==> config.mk <==
export PLATFORM = sky130hd
export DESIGN_NAME = rx_bit_timer
export DESIGN_NICKNAME = d
export VERILOG_FILES = /design/src/rtl/rx_bit_timer.sv
export SDC_FILE = /design/constraint.sdc
export NUM_CORES = 1
export LEC_CHECK = 0
export ABC_AREA = 0
export CAP_MARGIN = 30
export CORE_MARGIN = 10
export CORE_UTILIZATION = 50
export CTS_BUF_LIST = sky130_fd_sc_hd__clkbuf_4 sky130_fd_sc_hd__clkbuf_8 sky130_fd_sc_hd__clkbuf_16
export DETAILED_ROUTE_END_ITERATION = 6
export PLACE_DENSITY_LB_ADDON = 0.1
export SLEW_MARGIN = 20
export SYNTH_ARGS = -nofsm -noshare
export SYNTH_HDL_FRONTEND = slang
export SYNTH_SLANG_ARGS = --single-unit
==> constraint.sdc <==
create_clock -name clk -period 4.4 [get_ports clk]
set_input_delay 0.44 -clock clk [delete_from_list [all_inputs] [get_ports clk]]
set_output_delay 0.44 -clock clk [all_outputs]
set_load 0.03 [all_outputs]
==> src/rtl/rx_bit_timer.sv <==
// rx_bit_timer: bit-timing controller for the serial receive path.
// Times each bit period, strobes the shift register mid-bit and flags end of frame.
module rx_bit_timer #(
    parameter int PERIOD_BITS   = 14,
    parameter int NUM_DATA_BITS = 9,
    parameter int BIT_CNT_BITS  = 4
) (
    input  logic                    clk,
    input  logic                    n_rst,
    input  logic                    enable_timer,
    input  logic [PERIOD_BITS-1:0]  bit_period,
    output logic                    shift_strobe,
    output logic                    packet_done,
    output logic [BIT_CNT_BITS-1:0] bit_index,
    output logic                    busy
);
    typedef enum logic [1:0] {IDLE, RUN, DONE} state_t;
    localparam logic [BIT_CNT_BITS-1:0] LAST = BIT_CNT_BITS'(NUM_DATA_BITS);
    localparam logic [PERIOD_BITS-1:0]  MIN_P = PERIOD_BITS'(2);
    state_t                  state, state_nxt;
    logic [PERIOD_BITS-1:0]  clk_cnt, cnt_nxt, period_q, period_nxt;
    logic [BIT_CNT_BITS-1:0] idx_nxt;
    logic                    strobe_nxt;
    always_comb begin
        state_nxt  = state;
        cnt_nxt    = clk_cnt;
        period_nxt = period_q;
        if (!enable_timer) begin
            state_nxt = IDLE;
            cnt_nxt   = '0;
        end else if (state == IDLE) begin
            state_nxt  = RUN;
            period_nxt = (bit_period < MIN_P) ? MIN_P : bit_period;
            cnt_nxt    = PERIOD_BITS'(1);
        end else if (state == RUN) begin
            if (clk_cnt == period_q && bit_index == LAST)
                state_nxt = DONE;
            else
                cnt_nxt = (clk_cnt == period_q) ? PERIOD_BITS'(1) : clk_cnt + 1'b1;
        end
        // strobe decided from next-state values so the registered pulse lines up with clk_cnt==mid
        strobe_nxt = (state_nxt == RUN) && (cnt_nxt == (period_nxt >> 1)) && (bit_index < LAST);
        idx_nxt    = !enable_timer ? '0 : bit_index + BIT_CNT_BITS'(strobe_nxt);
    end
    always_ff @(posedge clk or negedge n_rst) begin
        if (!n_rst) begin
            state        <= IDLE;
            clk_cnt      <= '0;
            period_q     <= '0;
            bit_index    <= '0;
            shift_strobe <= 1'b0;
            packet_done  <= 1'b0;
            busy         <= 1'b0;
        end else begin
            state        <= state_nxt;
            clk_cnt      <= cnt_nxt;
            period_q     <= period_nxt;
            bit_index    <= idx_nxt;
            shift_strobe <= strobe_nxt;
            packet_done  <= (state == RUN) && (state_nxt == DONE);
            busy         <= (state_nxt == RUN);
        end
    end
endmodule

==> out/metrics.cfg <==
[worst_setup_path]
critical-path-top-delay-family=simple AND/OR/NAND/NOR gates
worstPathArrival_ns=4.11
reg2reg_depth=12
r2r_setup_slack_ns=0.47
r2r_end=bit_index[3]
worst-path-buf-inv=0
crit_path_cell_trace=xnor2_1 -> nand4_2 -> or4b_4 -> o21ai_2 -> a221o_1 -> xor2_1 -> a2111o_1 -> nor4b_2 -> ha_1 -> nand3_1 -> xnor2_1 -> and2_1
cpMaxStageDelayCell=dfrtp_1
critPathCapture=bit_index[3]
regToRegStartpoint=clk_cnt[7]
cpMostUsedCell=xnor2_1
crit_path_end_kind=flop
crit_cells=12
startpoint_type=flop
cp-startpoint=clk_cnt[7]
required_ns=4.58
max_stage_delay_ns=0.61
cp_max_fo=12
crit_type=flop to flop

[global_routing]
grt.total_usage_pct=16.6
grt_pass1_vias=1888
grt_max_degree=38
gr-total-overflow=0
grt_pass1_wl_um=10100
antenna_found_initial=0

[job]
drv_cap=0

[power]
clockPowerShare_pct=31.9
seqPwrFrac_pct=49.0
power.leakage_nw=1.09
p_switching_mw=0.218
pwr-share-comb_pct=19.1
total_power_mw=0.784
internal_power_mw=0.566
power_density_nw_per_um2=284
ir_worst_vdd_mv=0.180
p_sw_share_pct=27.8

[final_layout]
layout_commonest_cell=dfrtp_1
diodes=0
fillers=413
final_cell_mix=dfrtp_1 (37), clkdlybuf4s50_1 (22), nand3_1 (19)
area_growth_pct=14.1
fin_nets=274
drive_above_1_share_pct=18.9
fin_area_sq_um=2760
instances_no_fill=308
seqCellArea_sq_um=926
multi_input_area_sq_um=1390

[timing]
clock_skew_ns=0.00268
drv_slew=0
period_minus_slack_ns=3.93
tightest_slew_ns=0.868
setup_viol=0
rsz0062_at_grt=false
fin_tns_setup_ns=0
finalCritPeriodShare_pct=89.2
hold_violations=0
maxSlewHeadroom_pct=42.1
layout_setup_ws_ns=0.474
fmaxAchievable_mhz=255

[clock_network]
clk_latency_ns=0.29
tritoncts=built
hold_buffers=0
clockBufferDepth=2
cts.sinks=37
post_cts_buffers=0
cts-buffers-inserted=5
post_cts_resize_count=0
htree_levels=2
clkTransAtPathRegs_ns=0.07
clockRootBuffer=clkbuf_8

[logic_synthesis]
mappedNetlistArea_sq_um=2420
synth_edf_count=0
postSynthCellCount=232
yosys_most_used_dff=dfrtp_1
seq_area_frac_synth_pct=38.3
synth_nets=252
synth.avg_cell_area_sq_um=10.4
synthArstFlopShare_pct=100
synth-seq-cells=37
ys_types=61
ys_warn_count=0

[detailed_routing]
num_vias=1913
totalWireLength_um=6100
drt_iter0_markers=172
vias_per_cell=6.21
routedWlPerCell_um=19.8
ant_nets=0
firstDrtPassIters=4
drc=0

[die]
initial_core_util_pct=51.5
ios=24
dieHeight_um=89.5
row_count=25
die_x_um=89.5
core_area_sq_um=4690
die-area_sq_um=8010

[place]
gp_congestion=0.915
numPlacedInstances=301
placedInstanceArea_sq_um=2670
portBuffers=23
pre_cts_slack_ns=0.469
dp_hpwl_um=4740

[hold_path]
hold_class=input pin to async pin

[status]
status=finished clean

==> worst min path at each step <==
stage                start           end  slack (ns)  depth (start not counted)
2_1_floorplan        n_rst  bit_index[0]        0.14                          0
3_3_place_gp   period_q[7]   period_q[7]        0.55                          1
3_5_place_dp   period_q[7]   period_q[7]        0.55                          1
4_1_cts              n_rst      state[1]        0.29                          1
5_1_grt              n_rst      state[1]        0.32                          1
6_report             n_rst      state[1]        0.26                          1
==> per-layer routing <==
metal / part of all wire, % / vias up / GRT usage, %
met2: 46 / 51 / 24.9
met4: 2.5 / 0 / 6.21
met3: 6.0 / 12 / 4.10
met1: 46 / 931 / 22.5
met5: 0 / - / 0
li1: - / 919 / -
==> registers in the layout (all words and copies together) (netlist names) <==
| signal | flops |
|---|---|
| bit_index | 4 |
| busy | 1 |
| clk_cnt | 14 |
| packet_done | 1 |
| period_q | 14 |
| shift_strobe | 1 |
| state | 2 |
==> area by class of cell <==
class / count / share of cell area, %
repair buffers: 28 / 9.53
flip-flops and latches: 37 / 33.6
clock buffers: 7 / 3.27
well taps: 54 / 2.45
multi-input cells: 175 / 50.2
inverters: 7 / 0.953
==> power by group through the flow <==
stage	clock [mW]	combinational [mW]	sequential [mW]
final	0.250	0.150	0.384
after detailed placement	0	0.151	0.390
after floorplan	0	0.105	0.384
after global routing	0.271	0.164	0.386
after global placement	0	0.149	0.390
after CTS	0.255	0.151	0.383
==> logic make-up after synthesis <==
group | Yosys count | share of synthesized area (%)
flip-flops | 37 | 38.3
adder cells (fa/ha/maj) | 3 | 1.55
AND/OR/NAND/NOR | 84 | 23.2
multiplexers | 14 | 6.42
XOR/XNOR | 25 | 10.6
buffers and inverters | 20 | 4.35
AO/OA/AOI/OAI | 49 | 15.5
==> through the flow <==
stage,util [%],hold slack (ns)
floorplan,-,0.144
global placement,56.9,0.548
detailed placement,56.9,0.553
CTS,58.8,0.289
global route,58.8,0.315
finish,58.8,0.261
==> synthesized netlist by cell type, types with 4 or more instances <==
master	number	area, sq um
dfrtp_1	37	926
nand3_1	19	95.1
xnor2_1	14	123
nand2_1	13	48.8
mux2_2	12	135
o21ai_0	11	55.1
clkbuf_1	8	30.0
inv_1	7	26.3
nor3_1	6	30.0
xor2_1	6	52.6
and2_1	5	31.3
nor4_1	5	31.3
xnor2_2	5	81.3
nand4_1	4	25.0
o22a_1	4	35.0
Power figures use the tool's default switching activity.
